[src/rtl/ssf_out_fifo.sv]
// Output FIFO for the ssf array: captures strobed filter results and presents them
// first-word-fall-through, counting results dropped while the FIFO is full.
module ssf_out_fifo #(
  parameter int unsigned DW    = 32,
  parameter int unsigned DEPTH = 16
) (
  input  logic                      clk,
  input  logic                      rst,
  input  logic signed [DW-1:0]      io_out,
  input  logic [1:0]                out_en,
  input  logic                      clr_ovf,
  output logic signed [DW-1:0]      rd_data,
  output logic                      rd_valid,
  input  logic                      rd_ready,
  output logic [$clog2(DEPTH):0]    count,
  output logic                      full,
  output logic                      empty,
  output logic                      overflow,
  output logic [7:0]                drop_cnt
);

  localparam int unsigned AW = $clog2(DEPTH);
  localparam int unsigned CW = AW + 1;

  logic [DW-1:0] mem_q [DEPTH];
  logic [AW-1:0] wr_ptr_q, wr_ptr_d;
  logic [AW-1:0] rd_ptr_q, rd_ptr_d;
  logic [CW-1:0] count_q, count_d;
  logic          overflow_q, overflow_d;
  logic [7:0]    drop_cnt_q, drop_cnt_d;
  logic          push_req, pop, push_ok, drop;

  // Handshake decode and next-state; a full FIFO still accepts when it pops the same cycle
  always_comb begin
    push_req   = 1'b0;
    pop        = 1'b0;
    push_ok    = 1'b0;
    drop       = 1'b0;
    wr_ptr_d   = wr_ptr_q;
    rd_ptr_d   = rd_ptr_q;
    count_d    = count_q;
    overflow_d = overflow_q;
    drop_cnt_d = drop_cnt_q;

    push_req = (out_en == 2'd1);
    pop      = (count_q != '0) && rd_ready;
    push_ok  = push_req && ((count_q < CW'(DEPTH)) || pop);
    drop     = push_req && !push_ok;

    if (push_ok) wr_ptr_d = wr_ptr_q + AW'(1);
    if (pop)     rd_ptr_d = rd_ptr_q + AW'(1);

    if (push_ok && !pop)      count_d = count_q + CW'(1);
    else if (!push_ok && pop) count_d = count_q - CW'(1);

    // A drop in the same cycle as a clear leaves exactly one recorded drop
    if (drop) begin
      overflow_d = 1'b1;
      if (clr_ovf)                  drop_cnt_d = 8'd1;
      else if (drop_cnt_q != 8'hFF) drop_cnt_d = drop_cnt_q + 8'd1;
    end else if (clr_ovf) begin
      overflow_d = 1'b0;
      drop_cnt_d = 8'd0;
    end
  end

  always_ff @(posedge clk or posedge rst) begin
    if (rst) begin
      wr_ptr_q   <= '0;
      rd_ptr_q   <= '0;
      count_q    <= '0;
      overflow_q <= 1'b0;
      drop_cnt_q <= 8'd0;
    end else begin
      wr_ptr_q   <= wr_ptr_d;
      rd_ptr_q   <= rd_ptr_d;
      count_q    <= count_d;
      overflow_q <= overflow_d;
      drop_cnt_q <= drop_cnt_d;
    end
  end

  // Storage is not reset; validity comes from count alone
  always_ff @(posedge clk) begin
    if (push_ok) mem_q[wr_ptr_q] <= io_out;
  end

  assign rd_data  = mem_q[rd_ptr_q];
  assign count    = count_q;
  assign empty    = (count_q == '0);
  assign full     = (count_q == CW'(DEPTH));
  assign rd_valid = !empty;
  assign overflow = overflow_q;
  assign drop_cnt = drop_cnt_q;

endmodule

[config.mk]
export PLATFORM = sky130hd
export DESIGN_NAME = ssf_out_fifo
export DESIGN_NICKNAME = d
export VERILOG_FILES = /design/src/rtl/ssf_out_fifo.sv
export SDC_FILE = /design/constraint.sdc
export NUM_CORES = 1
export LEC_CHECK = 0
export ABC_CLOCK_PERIOD_IN_PS = 7400
export CAP_MARGIN = 5
export CORE_MARGIN = 1.5
export CORE_UTILIZATION = 30
export DETAILED_ROUTE_END_ITERATION = 6
export PLACE_DENSITY = 0.5
export SLEW_MARGIN = 30
export SYNTH_ARGS = -nofsm -noshare
export SYNTH_HDL_FRONTEND = slang
export SYNTH_SLANG_ARGS = --single-unit
export TNS_END_PERCENT = 10
[constraint.sdc]
create_clock -name clk -period 7.4 [get_ports clk]
set_input_delay 1.11 -clock clk [delete_from_list [all_inputs] [get_ports clk]]
set_output_delay 1.11 -clock clk [all_outputs]
set_load 0.03 [all_outputs]
==> results_dict.tcl, run 1 <==
set metrics [dict create \
    p_leak_uw 0.00770 \
    p_sw_uw 2970 \
    finalCritPeriodShare_pct 65.8 \
    antenna_found_initial 3 \
    nFillCells 6115 \
    min_path_cells 2 \
    async_flop_share_pct 4.12 \
    core_mm2 0.0673 \
    drtIter0Drc 756 \
    finalSetupViolations 0 \
    peakVddDrop_mv 0.256 \
    grt_pass1_wl_mm 70.2 \
    dieArea_mm2 0.0698 \
    seq_area_mm2 0.0159 \
    multiInputGateArea_mm2 0.00439 \
    ys_ff_latch 534 \
    timing.rr.start "count[0]" \
    min_to "overflow" \
    cts_setup_buffers 0 \
    rrSetupSlack_ns 4.09 \
    netlist_area_mm2 0.0205 \
    viasPerCell 4.88 \
    num_vias 9648 \
    startpoint_type "register" \
    synth_nets 978 \
    grt-ovfl-total 0 \
    tns_ns 0 \
    synth_top_cell_area_share_pct 75.2 \
    hold_start "overflow" \
    yosys.cell_types.count 43 \
    crit_type "register to output port" \
    die_h_um 264 \
    status "finished, final reports clean" \
    top_layer "met5" \
    hold_violations 0 \
    min_period_ns 4.87 \
    worstPathMaxFanout 76 \
    r2r-end "count[4]" \
    yosysWarningCount 0 \
    slew_viol_final 0 \
    finClkSkew_ns 0.0183 \
    worst_pin_slew_ns 0.768 \
    detail_route.first_pass.iterations 5 \
    relSlewSlack_pct 48.7 \
    p_int_uw 6420 \
    route.met3.wl_mm 2.23 \
    start_util_pct 30.4 \
    rows 95 \
    clk_latency_ns 0.62 \
    io_buffers 86 \
    wl_met2_mm 23.1 \
    cts_resized 0 \
    synth_most_common_cell "edfxtp_1" \
    drive_gt1_share_pct 24.6 \
    synth_commonest_cells "edfxtp_1, mux4_2, a22oi_1, nand2_1, dfrtp_1" \
    grt_use_total_pct 13.8 \
    antenna_left 0 \
    finalNetCount 1105 \
    drv_cap 0 \
    htreeDepth 2 \
    rsz0062_at_grt "false" \
    numCtsBuffers 58 \
    clock.fmax_ghz 0.205 \
    pwr-share-clk_pct 30.6 \
    synth_edf_count 512 \
    endpoint_kind "output port" \
    p_sw_share_pct 31.6 \
    fin_cells 1976 \
    wirelength_mm 48.0 \
    gp_congestion 0.698 \
    crit_arrival_ns 3.76 \
    place_inst 1869 \
    p_seq_share_pct 39.1 \
    synth-main-ff-cell "edfxtp_1" \
    area_growth_syn_to_layout_pct 19.6 \
    ios 87 \
    hold_buffers 0 \
    place_hpwl_mm 25.2 \
    power_uw 9390 \
    postPlaceCellArea_mm2 0.0226 \
    final_util_pct 36.4 \
    clock-sinks 534 \
    netlist_instances 929 \
    hold_class "register to register" \
    grt_max_degree 77 \
    die_w_um 264 \
    power_density_mw_per_mm2 384 \
    grt_pass1_vias 10200 \
    synthTopCellsByArea "edfxtp_1, mux4_2, dfrtp_1" \
    wirelength_met1_mm 21.7 \
    design_area_mm2 0.0245 \
    drcViolationCount 0 \
    cts.clk_slew.worst_paths_ns 0.06 \
    timing.critical_path.required_ns 6.29 \
    p_comb_share_pct 30.3 \
    wl_per_cell_um 24.3 \
    rr_worst_depth 9 \
    synth_top_area_cell "edfxtp_1" \
    root_buffer "clkbuf_16" \
    cts_tree "built" \
    clockBufferDepth 3 \
    yosysSeqAreaShare_pct 77.9 \
    syn_area_per_cell_um2 22.0 \
]
[how the worst max path moves through the flow]
stage | from | endpoint | slack [ns]
after CTS | rd_ptr_q[0] | rd_data[9] | 2.34
after global placement | rd_ptr_q[0] | rd_data[3] | 2.98
final | rd_ptr_q[0] | rd_data[3] | 2.53
after detailed placement | rd_ready | count[4] | 2.99
after floorplan | rd_ready | mem_q[3][0] | 2.97
after global routing | rd_ptr_q[0] | rd_data[9] | 2.24
[placed cells by master (no fill, tap or decap), types with 3 or more instances in the layout]
cell             instances
a21oi_1                  5
a22oi_1                 64
buf_12                   3
buf_4                   26
bufinv_16                7
clkbuf_1                10
clkbuf_16               58
clkdlybuf4s50_1         86
clkinv_1                11
clkinv_2                12
dfrtp_1                 20
edfxtp_1               512
ha_1                    10
inv_1                    6
mux2i_1                  3
mux4_2                 128
nand2_1                 45
nand2b_1                 3
nand3_1                  6
nor2_1                   8
nor2_4                  13
nor3_1                   3
nor3_2                   4
o21ai_0                  7
xnor2_1                  7
[metrics by stage]
stage	setup WS (ns)	hold slack, ns
finish	2.53	0.540
global route	2.24	0.566
CTS	2.34	0.547
detailed placement	2.99	0.538
global placement	2.98	0.513
floorplan	2.97	0.490
[power groups by stage]
stage / clock (uW) / combinational, uW / sequential (uW)
6_report: 2870 / 2850 / 3670
5_1_grt: 3060 / 3040 / 3700
4_1_cts: 2940 / 2920 / 3680
3_5_place_dp: 0 / 2910 / 3740
3_3_place_gp: 0 / 2860 / 3780
2_1_floorplan: 0 / 1940 / 3620
[critical path: stages (launching register included)]
cell and delay (ns):
dfrtp_4 0.90, buf_12 0.57, mux4_2 0.59, a22oi_1 0.26
nand2_1 0.11, clkdlybuf4s50_1 0.61
[kinds of logic (layout without fill, tap and decap cells)]
group / after synthesis / in the layout / share of synthesized area (%)
mux: 133 / 133 / 14.4
xor+xnor: 9 / 9 / 0.385
flops: 534 / 534 / 77.9
simple gates: 101 / 101 / 2.31
buf+inv: 55 / 228 / 1.33
other cells: 0 / 1 / 0
compound gates: 86 / 86 / 3.05
fa+ha+maj: 11 / 11 / 0.710
[area by class of cell]
cell class / count / area share, %
antenna: 1 / 0.0102
inverter: 7 / 0.107
sequential: 534 / 65.1
tap: 873 / 4.46
multi-input combinational: 340 / 17.9
timing repair buffer: 115 / 4.56
clock inverter: 38 / 1.70
clock buffer: 68 / 6.09
[state kept, by name, summed over array words and instances (netlist names)]
name	cells
rd_ptr_q	4
count	5
mem_q	512
overflow	1
drop_cnt	8
wr_ptr_q	4
[layer usage]
| metal | vias up | global-route usage [%] |
|---|---|---|
| li1 | 4171 | - |
| met1 | 5199 | 19.1 |
| met2 | 198 | 22.5 |
| met3 | 76 | 2.68 |
| met4 | 4 | 3.46 |
| met5 | - | 0 |
Note: power is estimated with default switching activity, not from simulation.
==> inputs of run 2 (changes only) <==
--- a/config.mk
+++ b/config.mk
@@ -5,7 +5,7 @@
 export SDC_FILE = /design/constraint.sdc
 export NUM_CORES = 1
 export LEC_CHECK = 0
-export ABC_CLOCK_PERIOD_IN_PS = 7400
+export ABC_CLOCK_PERIOD_IN_PS = 4600
 export CAP_MARGIN = 5
 export CORE_MARGIN = 1.5
 export CORE_UTILIZATION = 30
==> constraint.sdc (replaced) <==
create_clock -name clk -period 4.6 [get_ports clk]
set_input_delay 0.69 -clock clk [delete_from_list [all_inputs] [get_ports clk]]
set_output_delay 0.69 -clock clk [all_outputs]
set_load 0.03 [all_outputs]
==> results_dict.tcl, run 2 (synthesis results as in run 1) <==
set metrics [dict create \
    relSlewSlack_pct 40.8 \
    die_h_um 264 \
    antenna_left 0 \
    drv_cap 0 \
    layout_commonest_cell "edfxtp_1" \
    finalSetupViolations 0 \
    finalNetCount 1116 \
    cts_resized 0 \
    cts_setup_buffers 0 \
    hold_violations 0 \
    multiInputGateArea_mm2 0.00439 \
    crit_type "register to output port" \
    largest_register_ffs 512 \
    viasPerCell 4.86 \
    core_mm2 0.0673 \
    root_buffer "clkbuf_16" \
    timing.critical_path.required_ns 3.91 \
    hold_buffers 0 \
    ios 87 \
    grt-ovfl-total 0 \
    rows 95 \
    worst_pin_slew_ns 0.888 \
    finalCritPeriodShare_pct 90.3 \
    critPathSlowestCell "dfrtp_4" \
    pwr-share-clk_pct 29.0 \
    clock-sinks 534 \
    rsz0062_at_grt "false" \
    min_period_ns 4.16 \
    worstPathMaxFanout 19 \
    clockBufferDepth 3 \
    timing.final.ws_setup_ns 0.445 \
    peakVddDrop_mv 0.306 \
    p_int_uw 10200 \
    num_vias 9671 \
    drive_gt1_share_pct 23.9 \
    pre_cts_ws_ns 0.997 \
    place_hpwl_mm 26.5 \
    drtIter0Drc 896 \
    numCtsBuffers 57 \
    p_leak_uw 0.00769 \
    wirelength_mm 48.5 \
    dieArea_mm2 0.0698 \
    crit_arrival_ns 3.47 \
    gp_congestion 0.708 \
    cts.clk_slew.worst_paths_ns 0.06 \
    p_sw_share_pct 31.9 \
    grt_pass1_wl_mm 71.2 \
    path_cells "buf_4 -> mux4_2 -> a22oi_1 -> nand2_1 -> clkdlybuf4s50_1" \
    power_density_mw_per_mm2 609 \
    endpoint_kind "output port" \
    grt_use_total_pct 14.0 \
    tns_ns 0 \
    cts_tree "built" \
    finClkSkew_ns 0.0181 \
    htreeDepth 2 \
    hold_class "primary input to async pin" \
    status "finished, final reports clean" \
    startpoint_type "register" \
    p_sw_uw 4750 \
    drcViolationCount 0 \
    antenna_found_initial 1 \
    die_w_um 264 \
    slew_viol_final 0 \
    regMostFlops "mem_q" \
    n_antenna_cell 0 \
    clk_latency_ns 0.61 \
    power_uw 14900 \
    rr_worst_depth 9 \
    grt_pass1_vias 10400 \
    seq_area_mm2 0.0159 \
    p_comb_share_pct 31.4 \
    grt_max_degree 50 \
    fin_hold_ws_ns 0.432 \
    layout_common_cells "edfxtp_1, mux4_2, clkdlybuf4s50_1, a22oi_1, clkbuf_16" \
    critPathMaxStageDelay_ns 0.69 \
    nFillCells 6130 \
    clock.fmax_ghz 0.241 \
    start_util_pct 30.4 \
    wl_per_cell_um 24.4 \
    io_buffers 86 \
    p_seq_share_pct 39.6 \
    detail_route.first_pass.iterations 5 \
    area_growth_syn_to_layout_pct 19.8 \
]
[run 2: layout make-up]
type	instances	area share (%)
timing repair buffer	127	5.38
sequential	534	65.0
inverter	7	0.107
multi-input combinational	340	17.9
tap	873	4.46
clock buffer	85	6.25
clock inverter	22	0.822
[run 2: routing by layer]
metal  up-vias  part of all wire (%)  track usage [%]
met1      5233                    44             18.7
li1       4186                     -                -
met4         2                   1.5             3.06
met3        54                   4.5             2.44
met5         -                 0.023                0
met2       196                    50             23.7
[run 2: critical path, delay by kind of cell (launching register included)]
family	cells	cell delay (ns)
AOI/OAI and AO/OA	1	0.37
muxes	1	0.55
DFF	1	0.69
buffers and inverters	2	1.09
and+or+nand+nor	1	0.14
[run 2: power by group through the flow]
stage | Combinational [uW] | Sequential [uW] | Clock [uW]
6_report | 4680 | 5900 | 4330
5_1_grt | 5040 | 5940 | 4630
4_1_cts | 4820 | 5910 | 4450
3_5_place_dp | 4810 | 6010 | 0
3_3_place_gp | 4810 | 6000 | 0
2_1_floorplan | 3120 | 5830 | 0
[run 2: per-stage QoR]
step	cells	util (%)	area [um2]
after floorplan	929	-	20500
after global placement	1881	33.8	22800
after detailed placement	1881	33.8	22800
after CTS	1988	36.4	24500
after global routing	1988	36.4	24500
final	1988	36.4	24500
[run 2: path summary, 6_finish.rpt]
path	from	end	slack (ns)
max	rd_ptr_q[0]	rd_data[27]	0.44
min	rst	overflow	0.43
max reg2reg	count[0]	count[4]	1.34
min reg2reg	overflow	overflow	0.53
max in group asynchronous	rst	rd_ptr_q[1]	3.77
min in group clk	overflow	overflow	0.53
